**config.mk**
```make
export PLATFORM = sky130hd
export DESIGN_NAME = delay_line
export DESIGN_NICKNAME = d
export VERILOG_FILES = /design/src/rtl/delay_line_pkg.sv /design/src/rtl/delay_stage.sv /design/src/rtl/delay_line.sv
export SDC_FILE = /design/constraint.sdc
export NUM_CORES = 1
export LEC_CHECK = 0
export ABC_AREA = 1
export CELL_PAD_IN_SITES_DETAIL_PLACEMENT = 1
export CELL_PAD_IN_SITES_GLOBAL_PLACEMENT = 2
export CORE_ASPECT_RATIO = 1.2
export CORE_UTILIZATION = 34
export DETAILED_ROUTE_END_ITERATION = 10
export DONT_BUFFER_PORTS = 1
export HOLD_SLACK_MARGIN = 0.06
export PLACE_DENSITY = 0.82
export SYNTH_ARGS = -nofsm -noshare
export SYNTH_HDL_FRONTEND = slang
export SYNTH_SLANG_ARGS = --single-unit
```
**constraint.sdc**
```tcl
create_clock -name clk -period 1.3 [get_ports clk]
set_input_delay 0.325 -clock clk [delete_from_list [all_inputs] [get_ports clk]]
set_output_delay 0.325 -clock clk [all_outputs]
set_load 0.005 [all_outputs]
```
**src/rtl/delay_line_pkg.sv**
```systemverilog
// delay_line_pkg: shared helpers and constants for the delay_line slice
package delay_line_pkg;

    localparam logic DEF_RVAL_BIT = 1'b0;

    function automatic int clog2(input int n);
        int r;
        r = 0;
        while ((1 << r) < n) r++;
        return r;
    endfunction

    // Tap select never collapses to zero bits, so DEPTH=1 still has a 1-bit tap port.
    function automatic int tap_width(input int depth);
        return (clog2(depth) > 1) ? clog2(depth) : 1;
    endfunction

endpackage

```
**src/rtl/delay_stage.sv**
```systemverilog
// delay_stage: one data register plus its valid flop
//   clk, rst    : clock, synchronous active-high reset (loads RVAL, clears valid)
//   en          : advance strobe, loads d/d_vld when high
//   clr         : clears the valid flop only, data still advances
//   d, d_vld    : stage input
//   q, q_vld    : stage output
module delay_stage #(
    parameter int WIDTH = 8,
    parameter logic [WIDTH-1:0] RVAL = '0
) (
    input  logic             clk,
    input  logic             rst,
    input  logic             en,
    input  logic             clr,
    input  logic [WIDTH-1:0] d,
    input  logic             d_vld,
    output logic [WIDTH-1:0] q,
    output logic             q_vld
);

    always_ff @(posedge clk) begin
        if (rst) begin
            q     <= RVAL;
            q_vld <= 1'b0;
        end else begin
            if (en) q <= d;
            if (clr) q_vld <= 1'b0;
            else if (en) q_vld <= d_vld;
        end
    end

endmodule

```
**src/rtl/delay_line.sv**
```systemverilog
// delay_line: DEPTH-stage WIDTH-bit delay line with valid bits, runtime tap select and fill flag
//   clk, rst    : clock, synchronous active-high reset
//   en          : advance strobe
//   clr         : clears valid bits and fill count, data still shifts
//   i, i_vld    : data input and its valid qualifier
//   tap         : output tap, tap=k gives k+1 advances of delay, clamps to DEPTH-1
//   o, o_vld    : data and valid at the selected tap
//   primed      : DEPTH advances seen since the last rst/clr
//   byp         : only with DELAY_LINE_BYPASS_EN defined; routes i/i_vld straight to o/o_vld
module delay_line
    import delay_line_pkg::*;
#(
    parameter int WIDTH = 8,
    parameter int DEPTH = 4,
    parameter logic [WIDTH-1:0] RVAL = {WIDTH{DEF_RVAL_BIT}},
    localparam int TAPW = tap_width(DEPTH)
) (
    input  logic             clk,
    input  logic             rst,
    input  logic             en,
    input  logic             clr,
    input  logic [WIDTH-1:0] i,
    input  logic             i_vld,
    input  logic [TAPW-1:0]  tap,
`ifdef DELAY_LINE_BYPASS_EN
    input  logic             byp,
`endif
    output logic [WIDTH-1:0] o,
    output logic             o_vld,
    output logic             primed
);

    localparam int CW = clog2(DEPTH + 1);
    localparam logic [TAPW-1:0] LAST = TAPW'(DEPTH - 1);
    localparam logic [CW-1:0] FULL = CW'(DEPTH);

    logic [WIDTH-1:0] d [DEPTH];
    logic [WIDTH-1:0] q [DEPTH];
    logic [DEPTH-1:0] dv;
    logic [DEPTH-1:0] qv;
    logic [CW-1:0]    cnt;
    logic [TAPW-1:0]  t;

    genvar k;
    generate
        for (k = 0; k < DEPTH; k++) begin : g_stage
            if (k == 0) begin : g_head
                assign d[k]  = i;
                assign dv[k] = i_vld;
            end else begin : g_body
                assign d[k]  = q[k-1];
                assign dv[k] = qv[k-1];
            end
            delay_stage #(.WIDTH(WIDTH), .RVAL(RVAL)) u_stage (
                .clk   (clk),
                .rst   (rst),
                .en    (en),
                .clr   (clr),
                .d     (d[k]),
                .d_vld (dv[k]),
                .q     (q[k]),
                .q_vld (qv[k])
            );
        end
    endgenerate

    // Saturating fill counter; clr wins over a simultaneous advance.
    always_ff @(posedge clk) begin
        if (rst || clr) cnt <= '0;
        else if (en && cnt != FULL) cnt <= cnt + 1'b1;
    end

    always_comb begin
        t = (tap > LAST) ? LAST : tap;
    end

`ifdef DELAY_LINE_BYPASS_EN
    assign o     = byp ? i : q[t];
    assign o_vld = byp ? i_vld : qv[t];
`else
    assign o     = q[t];
    assign o_vld = qv[t];
`endif
    assign primed = cnt == FULL;

endmodule

```
==> impl_metrics.py, run 1 <==
metrics = {
    "detailed_routing": {
        "first_pass_iters": 3,
        "dr_total_vias": 1569,
        "via_per_inst": 4.98,
        "avgRoutedWirePerCell_um": 12.7,
        "routed_wirelength_mm": 3.99,
        "postRouteAntennaNets": 0,
        "drt_iter0_markers": 41,
        "drc_errors": 0,
    },
    "yosys": {
        "ys_ff_latch": 39,
        "syn_avg_cell_area_sq_um": 7.11,
        "ys_seq_area_frac": 0.437,
        "synth_cell_types": 17,
        "yosysWarnings": 0,
        "synthCells": 251,
        "syn_area_sq_um": 1790,
        "syn_nets": 268,
    },
    "global_route": {
        "grt.total_usage": 0.160,
        "grt_overflow": 0,
        "antenna_found_initial": 0,
        "grt_pass1_wl_mm": 6.73,
        "grt_max_degree": 42,
        "grt_pass1_vias": 1512,
    },
    "clock_tree": {
        "clk_latency_ps": 290,
        "cts-buffers-inserted": 5,
        "cts_hold_buf": 0,
        "cts_tree": "yes",
        "clock_sinks": 39,
        "clk_pin_slew_ps": 70,
        "htree_levels": 2,
        "clockBufferDepth": 2,
        "root_buffer": "clkbuf_8",
    },
    "power": {
        "p_total_uw": 2410,
        "p_per_area_nw_per_um2": 1200,
        "vdd.ir_drop.worst_mv": 0.509,
        "p_leak_uw": 0.000866,
    },
    "placement": {
        "placed_cells": 297,
        "place.gp.congestion": 0.673,
        "hpwl_mm": 2.43,
        "numPortBuffers": 0,
    },
    "floorplan": {
        "num_io_pins": 25,
        "start_util": 0.359,
        "die_w_um": 68.2,
        "rows": 28,
        "die-area_sq_um": 5550,
        "fp.dieH_um": 81.4,
        "core_sq_um": 4970,
    },
    "final_layout": {
        "stdcell_count": 315,
        "antenna_cells": 0,
        "fillCellCount": 628,
        "area_growth_pct": 12.8,
        "final-seq-area_sq_um": 798,
        "multi_input_area_sq_um": 840,
        "drive_above_1_share": 0.220,
        "fin_nets": 271,
    },
    "worst_setup_path": {
        "critPathKind": "reg -> out",
        "cp.required_ps": 980,
        "crit_end": "primed",
        "worst-path-max-fanout": 2,
        "reg2regPathDepth": 6,
        "crit_path_end_kind": "primary output",
        "r2r_slack_ps": 230,
        "startpoint": "cnt[0]$_SDFFE_PP0P_",
        "r2r_start": "cnt[0]$_SDFFE_PP0P_",
        "critPathArrivalTime_ps": 970,
        "reg2reg_to": "cnt[1]$_SDFFE_PP0P_",
        "cp-start-kind": "register",
    },
    "run": {
        "maxCapViolations": 0,
    },
    "timing": {
        "worstMarginPinSlew_ps": 376,
        "skew_ps": 8.83,
        "fmax_mhz": 775,
        "hold_viol_final": 0,
        "hold_slack_ps": 114,
        "relSlewSlack": 0.749,
        "fin_crit_sh": 0.993,
        "rsz0062_at_grt": "yes",
        "period_needed_ps": 1290,
        "finalMaxSlewViolations": 0,
        "final-setup-viol-count": 0,
    },
    "outcome": {
        "status": "complete, no violations",
    },
    "worst_hold_path": {
        "hold_class": "in -> reg",
        "whs_path_depth": 1,
    },
}
## logic make-up (layout without fill, tap and decap cells)
group | after synthesis | in the layout | synth area share
buffers and inverters | 43 | 47 | 0.129
and+or+nand+nor | 100 | 100 | 0.232
AOI/OAI and AO/OA | 67 | 67 | 0.188
DFF | 39 | 39 | 0.437
adders and majority gates | 2 | 2 | 0.0140
## Yosys cell counts, drive strengths merged
cell type   n  share of area
ha          2          0.014
a21oi      29          0.081
nand3      11          0.031
o21ai      38           0.11
nor2       38          0.081
nand2      42          0.088
or2         9          0.032
inv        27          0.058
dfxtp      39           0.44
buf        16          0.071
## sequential cells by signal, summed over array words and instances (netlist names)
register               count
g_stage.u_stage.q         32
g_stage.u_stage.q_vld      4
cnt                        3
## metal layers
layer,routed length [um],global-route usage,vias to the layer above
met5,0,0,-
met4,53,0.0563,0
met3,157,0.0463,5
met2,1960,0.273,21
met1,1820,0.187,744
li1,-,-,799
## where the power goes
group	internal [uW]	switching [uW]	total (uW)
Clock	377	422	799
Combinational	137	171	309
Sequential	1270	31.0	1300
Total	1790	624	2410
## through the flow
stage | setup slack [ps] | TNS, ps | util | cell area (sq um)
3_5_place_dp | 125 | 0 | 0.357 | 1770
6_report | 9.16 | 0 | 0.405 | 2010
2_1_floorplan | 119 | 0 | - | 1790
5_1_grt | -43.2 | -231 | 0.405 | 2010
3_3_place_gp | 155 | 0 | 0.357 | 1770
4_1_cts | -7.52 | -14.0 | 0.402 | 2000
## layout by cell type (no fill, tap or decap), drive strengths merged
cell type / Yosys / final
o21ai: 38 / 38
clkbuf: 0 / 7
clkinv: 0 / 1
or2: 9 / 9
nor2: 38 / 38
nand2: 42 / 42
a21oi: 29 / 29
dfxtp: 39 / 39
inv: 27 / 27
buf: 16 / 12
ha: 2 / 2
nand3: 11 / 11
## worst max-delay path, cell delays in order, from the launching register on
cell     delay [ps]
dfxtp_2         320
inv_1            50
ha_2            180
nand2_2          70
inv_2            60
## area by class of cell
type,count,share of cell area
sequential,39,0.397
clock buffer,7,0.0379
clock inverter,1,0.00249
timing repair buffer,12,0.0572
inverter,27,0.0516
tap,60,0.0373
multi-input combinational,169,0.417
## worst min-delay path by stage
stage,end,startpoint,slack (ps)
global route,g_stage[2].u_stage.q_vld$_SDFFE_PP0P_,en,100
floorplan,g_stage[3].u_stage.q[1]$_SDFFE_PP0P_,g_stage[3].u_stage.q[1]$_SDFFE_PP0P_,430
global placement,g_stage[3].u_stage.q_vld$_SDFFE_PP0P_,en,420
CTS,g_stage[2].u_stage.q[6]$_SDFFE_PP0P_,en,110
finish,g_stage[2].u_stage.q_vld$_SDFFE_PP0P_,en,110
detailed placement,g_stage[3].u_stage.q_vld$_SDFFE_PP0P_,en,420
## timing repair
| action | CTS | global route |
|---|---|---|
| buffers inserted | 9 | 1 |
| gates cloned | 0 | 0 |
| endpoints found under the setup margin | 9 | 10 |
| pin swaps | 14 | 11 |
| gates resized for setup | 32 | 6 |
No activity file was read; power rests on OpenSTA's default activity.
==> inputs of run 2 (changes only) <==
--- a/config.mk
+++ b/config.mk
@@ -14,6 +14,7 @@
 export DONT_BUFFER_PORTS = 1
 export HOLD_SLACK_MARGIN = 0.06
 export PLACE_DENSITY = 0.82
+export REMOVE_ABC_BUFFERS = 1
 export SYNTH_ARGS = -nofsm -noshare
 export SYNTH_HDL_FRONTEND = slang
 export SYNTH_SLANG_ARGS = --single-unit
==> impl_metrics.py, run 2 (same netlist as run 1, synthesis figures left out) <==
metrics = {
    "outcome": {
        "status": "complete, no violations",
    },
    "final_layout": {
        "drive_above_1_share": 0.265,
        "stdcell_count": 317,
        "reg_top3": "g_stage.u_stage.q (32), g_stage.u_stage.q_vld (4), cnt (3)",
        "area_growth_pct": 15.3,
        "fin_nets": 275,
        "final_common_cell": "nor2_1",
        "final_cell_mix": "nor2_1 (36), nand2_1 (34), o21ai_0 (31), a21oi_1 (29), inv_1 (22)",
        "antenna_cells": 0,
        "largest_reg_flops": 32,
        "largest-register": "g_stage.u_stage.q",
    },
    "detailed_routing": {
        "drt_iter0_markers": 56,
        "dr_total_vias": 1549,
        "postRouteAntennaNets": 0,
        "drc_errors": 0,
        "routed_wirelength_mm": 4.09,
        "avgRoutedWirePerCell_um": 12.9,
        "first_pass_iters": 5,
        "via_per_inst": 4.89,
    },
    "floorplan": {
        "die-area_sq_um": 5550,
        "die_w_um": 68.2,
        "num_io_pins": 25,
        "rows": 28,
        "core_sq_um": 4970,
        "fp.dieH_um": 81.4,
        "start_util": 0.359,
    },
    "worst_setup_path": {
        "crit_path_end_kind": "primary output",
        "critPathKind": "reg -> out",
        "critPathBufInv": 0,
        "critPathArrivalTime_ps": 950,
        "crit_cells": 3,
        "cp-start-kind": "register",
        "crit_path_cell_trace": "or2_4 > nand3_2 > nand2_2",
        "path_delay_family": "simple AND/OR/NAND/NOR gates",
        "worst-path-max-fanout": 2,
        "slowest_delay_ps": 330,
        "reg2regPathDepth": 7,
        "cp.required_ps": 980,
        "slowest_stage": "dfxtp_2",
    },
    "clock_tree": {
        "htree_levels": 2,
        "cts_tree": "yes",
        "clk_latency_ps": 280,
        "clk_pin_slew_ps": 70,
        "clock_sinks": 39,
        "clockBufferDepth": 2,
        "cts_hold_buf": 0,
        "cts-buffers-inserted": 5,
        "root_buffer": "clkbuf_8",
    },
    "placement": {
        "numPortBuffers": 0,
        "place_worst_setup_slack_ps": 132,
        "placed_cells": 298,
        "place.gp.congestion": 0.688,
        "hpwl_mm": 2.30,
    },
    "worst_hold_path": {
        "whs_path_depth": 1,
        "hold_class": "in -> reg",
    },
    "global_route": {
        "antenna_found_initial": 0,
        "grt_overflow": 0,
        "grt_pass1_wl_mm": 6.56,
        "grt_pass1_vias": 1443,
        "grt_max_degree": 42,
        "grt.total_usage": 0.159,
    },
    "timing": {
        "period_needed_ps": 1270,
        "relSlewSlack": 0.735,
        "rsz0062_at_grt": "yes",
        "final-setup-viol-count": 0,
        "worstMarginPinSlew_ps": 397,
        "hold_viol_final": 0,
        "finalMaxSlewViolations": 0,
        "hold_slack_ps": 115,
        "fmax_mhz": 785,
        "worst_slack_ps": 25.7,
        "skew_ps": 2.65,
        "fin_crit_sh": 0.980,
    },
    "power": {
        "p_leak_uw": 0.000886,
        "vdd.ir_drop.worst_mv": 0.460,
        "p_per_area_nw_per_um2": 1150,
    },
    "run": {
        "maxCapViolations": 0,
    },
}
run 2: path summary, 6_finish.rpt:
kind | end | slack (ps) | startpoint
max | o_vld | 30 | g_stage[0].u_stage.q_vld$_SDFFE_PP0P_
min | g_stage[2].u_stage.q[2]$_SDFFE_PP0P_ | 120 | en
max reg2reg | cnt[1]$_SDFFE_PP0P_ | 170 | cnt[0]$_SDFFE_PP0P_
min reg2reg | g_stage[3].u_stage.q[4]$_SDFFE_PP0P_ | 460 | g_stage[3].u_stage.q[4]$_SDFFE_PP0P_
run 2: report_power, final:
group / internal [uW] / leakage, uW / switching [uW]
logic: 147 / 0.000520 / 179
clock network: 358 / 0.0000371 / 385
registers: 1270 / 0.000328 / 30.4
run 2: cell type report:
type,count,area [sq um]
Fill cell,639,2920
Multi-Input combinational cell,169,858
Sequential cell,39,803
Timing Repair Buffer,16,145
Inverter,27,104
Tap cell,60,75.1
Clock buffer,6,72.6
run 2: what timing repair did:
action / 4_1_cts / 5_1_grt
hold endpoints to repair: 0 / 0
pin swaps: 10 / 20
endpoints found under the setup margin: 8 / 10
resized for setup: 33 / 15
buffers inserted: 8 / 5
run 2: per-stage QoR:
stage	util	setup TNS (ps)	cell area, sq um	total power, uW
after floorplan	-	0	1660	1510
after global placement	0.358	0	1780	1580
after detailed placement	0.358	0	1780	1590
after CTS	0.400	0	1990	2390
after global routing	0.414	-160	2060	2530
final	0.414	0	2060	2370
run 2: metal layers:
layer	global-route usage	routed length (um)	up-vias
met3	0.0449	161	4
li1	-	-	806
met1	0.196	1910	718
met2	0.261	1970	21
met5	0	0	-
met4	0.0563	37	0
==> inputs of run 3 (changes only) <==
==> constraint.sdc (replaced) <==
create_clock -name clk -period 1.21 [get_ports clk]
set_input_delay 0.3025 -clock clk [delete_from_list [all_inputs] [get_ports clk]]
set_output_delay 0.3025 -clock clk [all_outputs]
set_load 0.005 [all_outputs]
==> impl_metrics.py, run 3 (same netlist as run 1, synthesis figures left out) <==
metrics = {
    "clock_tree": {
        "clockBufferDepth": 2,
        "htree_levels": 2,
        "root_buffer": "clkbuf_8",
        "cts-buffers-inserted": 5,
        "clock_sinks": 39,
        "clk_latency_ps": 280,
        "cts_hold_buf": 0,
        "clk_pin_slew_ps": 80,
        "cts_tree": "yes",
    },
    "detailed_routing": {
        "first_pass_iters": 6,
        "drt_iter0_markers": 45,
        "avgRoutedWirePerCell_um": 12.8,
        "postRouteAntennaNets": 0,
        "via_per_inst": 4.91,
        "routed_wirelength_mm": 4.09,
        "dr_total_vias": 1566,
        "drc_errors": 0,
    },
    "power": {
        "vdd.ir_drop.worst_mv": 0.589,
        "p_per_area_nw_per_um2": 1300,
        "p_leak_uw": 0.000904,
    },
    "worst_setup_path": {
        "cp-start-kind": "register",
        "path_delay_family": "simple AND/OR/NAND/NOR gates",
        "crit_path_cell_trace": "or2_0 > nand3_1 > nand2_2",
        "r2r_start": "cnt[1]$_SDFFE_PP0P_",
        "reg2regPathDepth": 7,
        "slowest_delay_ps": 320,
        "critPathKind": "reg -> out",
        "critPathBufInv": 0,
        "critPathArrivalTime_ps": 970,
        "r2r_slack_ps": 120,
        "reg2reg_to": "cnt[2]$_SDFFE_PP0P_",
        "worst-path-max-fanout": 2,
        "slowest_stage": "dfxtp_2",
        "crit_path_end_kind": "primary output",
        "cp.required_ps": 910,
    },
    "placement": {
        "hpwl_mm": 2.35,
        "numPortBuffers": 0,
        "placed_cell_area_sq_um": 1780,
        "place.gp.congestion": 0.685,
    },
    "outcome": {
        "status": "finished with violations",
        "violations": "setup timing",
    },
    "global_route": {
        "grt.total_usage": 0.168,
        "grt_pass1_wl_mm": 6.91,
        "grt_pass1_vias": 1548,
        "antenna_found_initial": 0,
        "grt_overflow": 0,
        "grt_max_degree": 42,
    },
    "timing": {
        "fin_crit_sh": 1.05,
        "worst_slack_ps": -60.2,
        "period_needed_ps": 1270,
        "rsz0062_at_grt": "yes",
        "hold_viol_final": 0,
        "skew_ps": 5.35,
        "finalMaxSlewViolations": 0,
        "worstMarginPinSlew_ps": 390,
        "fmax_mhz": 787,
        "setup_tns_ps": -315,
        "final-setup-viol-count": 10,
        "relSlewSlack": 0.740,
    },
    "final_layout": {
        "drive_above_1_share": 0.259,
        "largest-register": "g_stage.u_stage.q",
        "fillCellCount": 628,
        "final_cell_mix": "nor2_1 (36), nand2_1 (33), o21ai_0 (31), a21oi_1 (29), dfxtp_1 (24)",
        "area_growth_pct": 17.0,
        "final_common_cell": "nor2_1",
        "finalInstanceArea_sq_um": 2090,
        "reg_top3": "g_stage.u_stage.q (32), g_stage.u_stage.q_vld (4), cnt (3)",
        "fin_nets": 275,
        "largest_reg_flops": 32,
        "antenna_cells": 0,
    },
    "worst_hold_path": {
        "whs_path_depth": 1,
        "worst_hold_path.endpoint": "g_stage[2].u_stage.q[2]$_SDFFE_PP0P_",
        "hold_class": "in -> reg",
        "hold_start": "en",
    },
    "floorplan": {
        "die-area_sq_um": 5550,
        "num_io_pins": 25,
        "start_util": 0.359,
        "die_w_um": 68.2,
        "fp.dieH_um": 81.4,
        "core_sq_um": 4970,
        "rows": 28,
    },
    "run": {
        "maxCapViolations": 0,
    },
}
## run 3: routing by layer
| metal | GRT usage | wire length (um) | vias up |
|---|---|---|---|
| met5 | 0 | 0 | - |
| li1 | - | - | 809 |
| met1 | 0.195 | 1880 | 730 |
| met3 | 0.0435 | 159 | 6 |
| met4 | 0.0688 | 60 | 0 |
| met2 | 0.287 | 1980 | 21 |
## run 3: worst max path at each step
stage | start | endpoint | depth (start not counted)
floorplan | cnt[0]$_SDFFE_PP0P_ | primed | 4
global placement | cnt[0]$_SDFFE_PP0P_ | primed | 4
detailed placement | cnt[0]$_SDFFE_PP0P_ | primed | 4
CTS | g_stage[0].u_stage.q[6]$_SDFFE_PP0P_ | o[6] | 3
global route | g_stage[0].u_stage.q[1]$_SDFFE_PP0P_ | o[1] | 3
finish | g_stage[0].u_stage.q[6]$_SDFFE_PP0P_ | o[6] | 3
## run 3: final cells by class
cell class	count	area, sq um	share of cell area
clock buffers	8	100	0.0479
inverters	27	104	0.0497
multi-input cells	169	866	0.414
flip-flops and latches	39	800	0.383
well taps	60	75.1	0.0359
repair buffers	16	145	0.0695
## run 3: power by group
part           internal, uW  switching [uW]
registers              1370            31.8
logic                   162             193
clock network           520             436
## run 3: repair_timing
| item | 4_1_cts | 5_1_grt |
|---|---|---|
| resized for setup | 35 | 11 |
| endpoints found under the setup margin | 10 | 10 |
| pin swaps | 20 | 9 |
| buffers inserted | 10 | 3 |
## run 3: per-stage QoR
stage	cells	utilization	power, uW	setup slack (ps)	hold WS [ps]
floorplan	235	-	1620	143	392
global placement	298	0.358	1690	101	396
detailed placement	298	0.358	1700	32.4	400
CTS	316	0.409	2740	-94.4	81.0
global route	319	0.420	2880	-129	80.7
finish	319	0.420	2710	-60.2	91.4
